==> config.mk <==
export PLATFORM = sky130hd
export DESIGN_NAME = pc_fetch_unit
export DESIGN_NICKNAME = d
export VERILOG_FILES = /design/src/rtl/pc_fetch_unit.sv
export SDC_FILE = /design/constraint.sdc
export NUM_CORES = 1
export LEC_CHECK = 0
export CAP_MARGIN = 0
export CELL_PAD_IN_SITES_DETAIL_PLACEMENT = 2
export CELL_PAD_IN_SITES_GLOBAL_PLACEMENT = 2
export CORE_MARGIN = 2
export CORE_UTILIZATION = 31
export DETAILED_ROUTE_END_ITERATION = 10
export GPL_TIMING_DRIVEN = 0
export PLACE_DENSITY_LB_ADDON = 0.05
export SLEW_MARGIN = 20
export SYNTH_ARGS = -nofsm -noshare
export SYNTH_HDL_FRONTEND = slang
export SYNTH_SLANG_ARGS = --single-unit
export TNS_END_PERCENT = 1
==> constraint.sdc <==
create_clock -name clk -period 5.12 [get_ports clk]
set_input_delay 0.512 -clock clk [delete_from_list [all_inputs] [get_ports clk]]
set_output_delay 0.512 -clock clk [all_outputs]
set_load 0.01 [all_outputs]
==> src/rtl/pc_fetch_unit.sv <==
`default_nettype none
// ============================================================================
// Module      : pc_fetch_unit
// Description : Program-counter stage for instruction fetch. Holds the PC,
//               selects the next PC (sequential, jump or taken branch) and
//               freezes while instruction memory reports busywait. The
//               redirect controls seen when a stall begins are captured and
//               applied when the stall releases.
// Ports       : clk         - system clock, all state updates on posedge
//               reset       - synchronous active-high reset
//               busywait    - instruction memory not ready, freeze PC
//               jump        - unconditional jump for current instruction
//               branch      - beq-style conditional branch
//               zero        - ALU zero flag (branch taken when branch & zero)
//               offset      - signed word offset (OFF_W bits)
//               pc          - current fetch address
//               pc_plus4    - pc + 4, combinational
//               fetch_valid - pc is a valid fetch request this cycle
//               state       - debug FSM state: 0 BOOT, 1 RUN, 2 WAIT
// Revision    : 1.0 - initial release
// ============================================================================
module pc_fetch_unit #(
    parameter int                PC_W     = 32,
    parameter int                OFF_W    = 8,
    parameter logic [PC_W-1:0]   RESET_PC = '0
) (
    input  logic             clk,
    input  logic             reset,
    input  logic             busywait,
    input  logic             jump,
    input  logic             branch,
    input  logic             zero,
    input  logic [OFF_W-1:0] offset,
    output logic [PC_W-1:0]  pc,
    output logic [PC_W-1:0]  pc_plus4,
    output logic             fetch_valid,
    output logic [1:0]       state
);

    localparam logic [1:0]      c_BOOT = 2'd0;
    localparam logic [1:0]      c_RUN  = 2'd1;
    localparam logic [1:0]      c_WAIT = 2'd2;
    localparam logic [PC_W-1:0] c_FOUR = PC_W'(4);

    logic [1:0]       r_state;
    logic [1:0]       w_state_next;
    logic [PC_W-1:0]  r_pc;

    // Controls captured on the edge where a stall begins
    logic             r_jump;
    logic             r_branch;
    logic             r_zero;
    logic [OFF_W-1:0] r_offset;

    logic             w_fetch_valid;
    logic             w_pc_load;
    logic             w_capture;
    logic             w_use_stored;

    logic             w_jump;
    logic             w_branch;
    logic             w_zero;
    logic [OFF_W-1:0] w_offset;
    logic [PC_W-1:0]  w_off_sext;
    logic [PC_W-1:0]  w_off_bytes;
    logic [PC_W-1:0]  w_pc_plus4;
    logic [PC_W-1:0]  w_target;
    logic [PC_W-1:0]  w_next_pc;
    logic             w_take;

    // ------------------------------------------------------------------
    // FSM: state register
    // ------------------------------------------------------------------
    always_ff @(posedge clk) begin
        if (reset) begin
            r_state <= c_BOOT;
        end else begin
            r_state <= w_state_next;
        end
    end

    // ------------------------------------------------------------------
    // FSM: next-state logic
    // ------------------------------------------------------------------
    always_comb begin
        w_state_next = r_state;
        case (r_state)
            c_BOOT:  w_state_next = c_RUN;
            c_RUN:   if (busywait)  w_state_next = c_WAIT;
            c_WAIT:  if (!busywait) w_state_next = c_RUN;
            default: w_state_next = c_BOOT;
        endcase
    end

    // ------------------------------------------------------------------
    // FSM: output decode
    // ------------------------------------------------------------------
    always_comb begin
        w_fetch_valid = 1'b0;
        w_pc_load     = 1'b0;
        w_capture     = 1'b0;
        w_use_stored  = 1'b0;
        case (r_state)
            c_RUN: begin
                w_fetch_valid = 1'b1;
                w_capture     = busywait;
                w_pc_load     = !busywait;
            end
            c_WAIT: begin
                w_fetch_valid = 1'b1;
                w_use_stored  = 1'b1;
                w_pc_load     = !busywait;
            end
            default: begin
                w_fetch_valid = 1'b0;
            end
        endcase
    end

    // ------------------------------------------------------------------
    // Next-PC datapath. While waiting, decode may already show the next
    // instruction's controls, so the captured copy drives the redirect.
    // ------------------------------------------------------------------
    assign w_jump   = w_use_stored ? r_jump   : jump;
    assign w_branch = w_use_stored ? r_branch : branch;
    assign w_zero   = w_use_stored ? r_zero   : zero;
    assign w_offset = w_use_stored ? r_offset : offset;

    assign w_off_sext  = {{(PC_W-OFF_W){w_offset[OFF_W-1]}}, w_offset};
    assign w_off_bytes = {w_off_sext[PC_W-3:0], 2'b00};
    assign w_pc_plus4  = r_pc + c_FOUR;
    // Adds wrap modulo 2^PC_W by construction
    assign w_target    = w_pc_plus4 + w_off_bytes;
    assign w_take      = w_jump | (w_branch & w_zero);
    assign w_next_pc   = w_take ? w_target : w_pc_plus4;

    always_ff @(posedge clk) begin
        if (reset) begin
            r_pc <= RESET_PC;
        end else if (w_pc_load) begin
            r_pc <= w_next_pc;
        end
    end

    always_ff @(posedge clk) begin
        if (reset) begin
            r_jump   <= 1'b0;
            r_branch <= 1'b0;
            r_zero   <= 1'b0;
            r_offset <= '0;
        end else if (w_capture) begin
            r_jump   <= jump;
            r_branch <= branch;
            r_zero   <= zero;
            r_offset <= offset;
        end
    end

    assign pc          = r_pc;
    assign pc_plus4    = w_pc_plus4;
    assign fetch_valid = w_fetch_valid;
    assign state       = r_state;

endmodule
`default_nettype wire

# Word level (Yosys, flattened, before mapping)
# Cells that the tools add are included.
[op_classes]
addsub = 2
eq_ne = 4
mux = 12
bitwise_logic = 2
n_reduce_logical = 4
[op_table]
columns = ["op", "count"]
rows = [
  ["$add 32x3->32 const B", 1],
  ["$add 32x32->32", 1],
  ["$mux 32", 1],
  ["$mux 8", 1],
  ["$mux 1", 7],
  ["$pmux 2 s3", 1],
  ["$mux 2", 2],
  ["$ne 2x2->1 const B", 2],
  ["$eq 2x1->1 const B", 1],
  ["$eq 2x2->1 const B", 1],
  ["$logic_not 2->1", 1],
  ["$reduce_and 2->1", 1],
  ["$reduce_or 2->1", 1],
  ["$and 1x1->1", 1],
  ["$logic_not 1->1", 1],
  ["$or 1x1->1", 1],
]
[totals]
register_bits = 45
inputBits = 14
out_inout_bits = 67
wordCells = 30

# Longest topological paths before layout
# Gate-level depths: netlist of the first run.
[logic_depth]
word_depth = 6
ltp_mapped = 19
mapped_depth_nobuf = 17

# Worst setup path before layout of the first run
# Ideal clock, no wire load.
[synth_path]
path_type = "reg-to-reg"
from = "reg r_state[0] (netlist: state[0])"
to = "reg r_pc[23] (netlist: pc[23])"
t_arrival_ns = 4.451
path_slack_ns = 0.548
path_stages_with_launch = 20
n_path_buf = 3
period_less_slack_ns = 4.572
cell_sequence = "dfxtp_1 > inv_1 > ha_1 > buf_4 > mux2i_2 > clkinv_1 > clkbuf_1 > buf_4 > ha_1 > and2_1 > a2111oi_0 > a21oi_1 > a32oi_1 > o21ai_1 > a21oi_1 > o21ai_0 > xnor2_1 > a211o_1 > a21oi_1 > mux2_2"
[synth_between]
elab_chain_len = 6
word_cells_on_any_way = 13
[synth_rtl]
columns = ["element", "line", "rtl"]
rows = [
  ["start, declared", "45", "logic [1:0] r_state;"],
  ["start signal, assigned", "76", "r_state <= c_BOOT;"],
  ["start signal, assigned", "78", "r_state <= w_state_next;"],
  ["parallel branches: the longest is 6 deep, another holds $add 32x32->32", "--", ""],
  ["end signal, assigned", "141", "r_pc <= w_next_pc;"],
  ["end, declared", "47", "logic [PC_W-1:0] r_pc;"],
]
# Parallel ways; which one is timed is not known.
# A chain may end at the register's enable or synchronous reset.

# Worst setup path after layout of the first run
# Ends and elaborated chain as after synthesis.

==> results of run 1 <==
-- sequential cells by signal, summed over array words and instances (netlist names) --
register / count
r_zero: 1
pc: 30
r_branch: 1
r_jump: 1
state: 2
r_offset: 8
-- power groups by stage --
stage | clock (uW) | combinational, uW | sequential, uW
2_1_floorplan | 0 | 447 | 419
3_3_place_gp | 0 | 717 | 417
3_5_place_dp | 0 | 744 | 419
4_1_cts | 392 | 759 | 412
5_1_grt | 404 | 831 | 418
6_report | 386 | 763 | 412
-- cells in the mapped netlist, types with 4 or more instances --
cell / n
nand3_1: 18
o21ai_0: 25
or4_1: 7
xnor2_1: 43
nand4_1: 14
nand2_1: 71
nor2_1: 54
clkbuf_1: 21
inv_1: 24
a22oi_1: 4
and2_1: 8
mux2_2: 9
o21a_1: 5
a31oi_1: 7
a211o_1: 4
o31ai_1: 5
buf_4: 11
ha_1: 30
a21o_1: 12
nor3_1: 12
buf_1: 4
a21oi_1: 56
mux2i_1: 5
or3_1: 10
and3_1: 12
xor2_1: 23
o211ai_1: 6
buf_2: 5
dfxtp_1: 43
nor4_1: 6
a211oi_1: 10
nor2b_1: 7
o22ai_1: 4
-- layer usage --
| metal | share of wire | routed length (um) |
|---|---|---|
| met1 | 0.46 | 9190 |
| met2 | 0.50 | 10000 |
| met3 | 0.027 | 541 |
| met4 | 0.014 | 286 |
| met5 | 0 | 0 |
-- how the worst max path moves through the flow --
| stage | start | to | slack [ns] | cells after the start |
|---|---|---|---|---|
| finish | state[0] | pc[23] | 0.26 | 20 |
| global route | state[0] | pc[23] | 0.04 | 20 |
| CTS | state[0] | pc[23] | 0.02 | 20 |
| detailed placement | offset[7] | pc[23] | -1.17 | 17 |
| global placement | offset[7] | pc[23] | -1.15 | 17 |
| floorplan | state[0] | pc[23] | 0.55 | 19 |
-- tightest hold or removal path: cells and delay by family (launching register included) --
kind               cells  cell delay (ns)
AOI/OAI and AO/OA      1             0.05
DFF                    1             0.31
and+or+nand+nor        1             0.05
-- stage by stage --
| step | cells | TNS (ns) | setup slack (ns) | total power, uW |
|---|---|---|---|---|
| 6_report | 916 | 0 | 0.257 | 1560 |
| 5_1_grt | 916 | 0 | 0.0364 | 1650 |
| 4_1_cts | 916 | 0 | 0.0218 | 1560 |
| 3_5_place_dp | 906 | -11.16 | -1.17 | 1160 |
| 3_3_place_gp | 906 | -10.04 | -1.15 | 1130 |
| 2_1_floorplan | 643 | 0 | 0.548 | 866 |
-- area by class of cell --
class | instances | area (um^2) | share of cell area
multi-input combinational | 532 | 3650 | 0.606
sequential | 43 | 861 | 0.143
timing repair buffer | 77 | 778 | 0.129
tap | 188 | 235 | 0.0390
buffer | 43 | 233 | 0.0386
clock buffer | 5 | 125 | 0.0208
inverter | 25 | 98.8 | 0.0164
clock inverter | 3 | 43.8 | 0.00726
-- kinds of logic after synthesis --
logic type	Yosys count	synth area share
flops	43	0.181
simple gates	242	0.266
other cells	1	0.000789
xor+xnor	66	0.122
compound gates	171	0.241
buf+inv	68	0.0655
fa+ha+maj	33	0.0874
mux	16	0.0371
-- timing repair --
| action | CTS | global route |
|---|---|---|
| resized for setup | 8 | 11 |
| pin swaps | 0 | 0 |
| setup buffers | 2 | 0 |
| setup endpoints to repair | 17 | 6 |
| hold buffers | 0 | 0 |
| gates cloned | 0 | 0 |
==> out/metrics.yaml, run 1 <==
die_x_um: 128
num_rows: 45
use_met1: 0.321
powerDensity_mw_per_mm2: 259
synth.distinct_cells: 77
place_area_mm2: 0.00576
area_growth_pct: 26.8
cp.required_ns: 5.31
grt_pass1_vias: 5515
crit_fanout: 28
rsz0062_at_grt: "no"
grt.met3_usage: 0.0217
r2r_end: "pc[23]"
peakVddDrop_v: 0.000124
clkPwrFrac: 0.247
skew_ns: 0.0104
htree_levels: 2
gr-usage-met2: 0.436
final_area_mm2: 0.00603
dieArea_mm2: 0.0163
fill_cells: 1791
clk_pin_slew_worst_paths_ns: 0.07
fmax_mhz: 206
grt_start_max_net_pins: 29
cp.arrival_ns: 5.05
io_buffers: 75
worst-path-buf-inv: 6
status: "completed"
synthArstFlopShare: 0
combPwrFrac: 0.489
start_util: 0.315
synth_warnings: 0
nNetsFinal: 772
vias: 5181
cp_top_family: "compound AO/OA/AOI/OAI gates"
synth_seq_cells: 43
min_to: "r_jump"
seqPwrFrac: 0.264
synth.avg_cell_area_um2: 7.43
cts_sinks: 43
first_pass_iters: 4
drcViolationCount: 0
slowest_delay_ns: 0.39
layout_common_cells: "clkdlybuf4s50_1 (75), nand2_1 (71), a21oi_1 (55)"
holdCritStartpoint: "r_jump"
core_mm2: 0.0151
switching_power_uw: 645
wirelength_um: 20000
drive_gt1_frac: 0.0934
p_sw_frac: 0.413
min_path_type: "flop to flop"
synth_edf_count: 0
final_util: 0.400
setup_viol: 0
clock_path_buffers: 2
viasPerCell: 5.66
finalCritPeriodShare: 0.950
synth_area_mm2: 0.00475
hold_violations: 0
rrSetupSlack_ns: 0.26
grt-busiest-layer: "met2"
clock-root-buffer: "clkbuf_16"
grt_pass1_wl_um: 31300
routedWlPerCell_um: 21.9
overflow: 0
cap_violations: 0
final_common_cell: "clkdlybuf4s50_1"
gp_congestion: 0.793
dr.first_iter.drc_count: 254
antenna_left: 0
diodes: 0
crit_path_end_kind: "flop"
path_class: "flop to flop"
slew_viol_final: 0
worst_pin_slew_ns: 1.18
yosys.area.top_type: "dfxtp_1"
max_slew_margin: 0.213
holdPathStages: 2
numCtsBuffers: 5
total_leakage_power_uw: 0.00236
timing.final.crit_period_ns: 4.86
cts_tree: "yes"
path_cells: "inv_1, ha_1, buf_4, mux2i_4, buf_12, clkinv_4, buf_2, buf_12, ha_1, and2_1, a2111oi_2, a21oi_1, a32oi_2, o21ai_2, a21oi_2, o21ai_0, xnor2_1, a211o_1, a21oi_1, mux2_2"
hold_ws_ns: 0.463
rr_worst_depth: 20
hpwl_um: 15500
synth_area_leaders: "dfxtp_1 (18%), xnor2_1 (7.9%), ha_1 (7.9%)"
start_kind: "flop"
seq_area_frac_synth: 0.181
antenna_found_initial: 0
io_pins: 81
synth_top_area_share: 0.181
netlist_instances: 640
die_h_um: 128
synth_ff_type: "dfxtp_1"
r2r-start: "state[0]"
grt.total_usage: 0.244
clk_latency_ns: 0.30
slowest_stage: "dfxtp_1"
power.internal_uw: 917
Power figures use the tool's default switching activity.
==> run 2, diff against run 1 <==
Clock period 5.12 ns to 5.02 ns, I/O delays scaled along.
==> run 2 against run 1 <==
Compared with the run above:
- core utilization barely moved
- first-iteration DRC count fell by 15%
- critical endpoint unchanged
- sequential cell count did not move
- register-to-register slack got worse by 0.05 ns
- sequential share of layout area barely moved
- critical path type unchanged
- clock power rose by 2%
- hold slack got worse by 0.0014 ns
- sequential power rose by 2%
- combinational power rose by 2%
- via count fell by 0.52%
- design area rose by 0.12%
- count of clock-buffer cells in the layout did not move
==> out/metrics.yaml, run 2 (same netlist as run 1, synthesis figures left out) <==
status: "completed"
path_class: "flop to flop"
drive_gt1_frac: 0.0948
dr.first_iter.drc_count: 216
diodes: 0
total_leakage_power_uw: 0.00235
grt.total_usage: 0.244
final_area_mm2: 0.00604
cp.arrival_ns: 5.01
clk_pin_slew_worst_paths_ns: 0.07
skew_ns: 0.0106
clock-root-buffer: "clkbuf_16"
dieArea_mm2: 0.0163
first_pass_iters: 4
wirelength_um: 20000
cts_tree: "yes"
setup_ws_ns: 0.203
layout_common_cells: "clkdlybuf4s50_1 (75), nand2_1 (71), a21oi_1 (55)"
power.total_uw: 1600
crit_fanout: 28
start_util: 0.315
io_pins: 81
grt_pass1_wl_um: 31300
max_slew_margin: 0.232
fmax_mhz: 208
cp.required_ns: 5.21
grt_pass1_vias: 5515
instances_no_fill: 916
dp_slack_ns: -1.26
hold_buffers: 0
die_x_um: 128
numCtsBuffers: 5
core_mm2: 0.0151
final_common_cell: "clkdlybuf4s50_1"
timing.final.crit_period_ns: 4.82
num_rows: 45
hold_violations: 0
start_kind: "flop"
powerDensity_mw_per_mm2: 264
nNetsFinal: 772
setup_viol: 0
hpwl_um: 15500
slew_viol_final: 0
antenna_found_initial: 0
routedWlPerCell_um: 21.9
cts_sinks: 43
fin_setup_tns_ns: 0
rsz0062_at_grt: "yes"
peakVddDrop_v: 0.000127
cap_violations: 0
clk_latency_ns: 0.30
worst_pin_slew_ns: 1.15
io_buffers: 75
placedCellCount: 906
die_h_um: 128
place_area_mm2: 0.00576
crit_path_end_kind: "flop"
htree_levels: 2
grt_start_max_net_pins: 29
vias: 5154
gp_congestion: 0.793
overflow: 0
antenna_left: 0
min_path_type: "flop to flop"
largest_reg_flops: 30
clock_path_buffers: 2
area_growth_pct: 27.0
viasPerCell: 5.63
drcViolationCount: 0
finalCritPeriodShare: 0.960
## run 2: cell types whose count changed in the layout (fill, tap and decap cells not counted)
cell / delta
buf_2: -1
clkbuf_4: +1
o31ai_2: +1
o31ai_1: -1
## run 2: worst paths after layout
kind | startpoint | end | slack, ns | cells past startpoint
worst min register to register | r_jump | r_jump | 0.46 | 2
worst max register to register | state[0] | pc[23] | 0.20 | 20
worst max-delay path | state[0] | pc[23] | 0.20 | 20
worst min-delay path | r_jump | r_jump | 0.46 | 2
## run 2: repair_timing
item / in CTS / in global routing
resized for setup: 10 / 11
endpoints found under the hold margin: 0 / 0
setup buffers: 2 / 0
setup endpoints to repair: 19 / 6
## run 2: metrics by stage
stage	util	hold WS [ns]
floorplan	-	0.433
global placement	0.381	0.438
detailed placement	0.382	0.454
CTS	0.397	0.464
global route	0.400	0.476
finish	0.400	0.461
## run 2: final cells by class
cell class,instances,area (um^2)
multi-input combinational,532,3660
clock inverter,3,43.8
tap,188,235
inverter,25,98.8
fill,1792,9050
buffer,43,235
timing repair buffer,77,778
sequential,43,861
clock buffer,5,125
## run 2: routing by layer
metal | vias to the layer above | GRT usage | routed length (um)
met1 | 2585 | 0.321 | 9330
met5 | - | 0 | 0
met4 | 0 | 0.0491 | 277
met2 | 75 | 0.436 | 10100
met3 | 16 | 0.0217 | 367
li1 | 2478 | - | -
## run 2: worst max-delay path, stage by stage (launching register included)
cell and delay (ns):
dfxtp_1 0.38, inv_1 0.09, ha_1 0.20, buf_4 0.17
mux2i_4 0.19, buf_12 0.15, clkinv_4 0.10, clkbuf_4 0.21
buf_12 0.19, ha_1 0.37, and2_1 0.22, a2111oi_2 0.39
a21oi_1 0.17, a32oi_2 0.33, o21ai_2 0.17, a21oi_2 0.20
o21ai_0 0.19, xnor2_1 0.19, a211o_1 0.24, a21oi_1 0.19
mux2_2 0.35
## run 2: where the power goes
part	leakage, uW	internal (uW)	switching (uW)
combinational	0.00192	325	455
clock	0.0000838	235	160
sequential	0.000350	375	45.2
total	0.00235	936	660
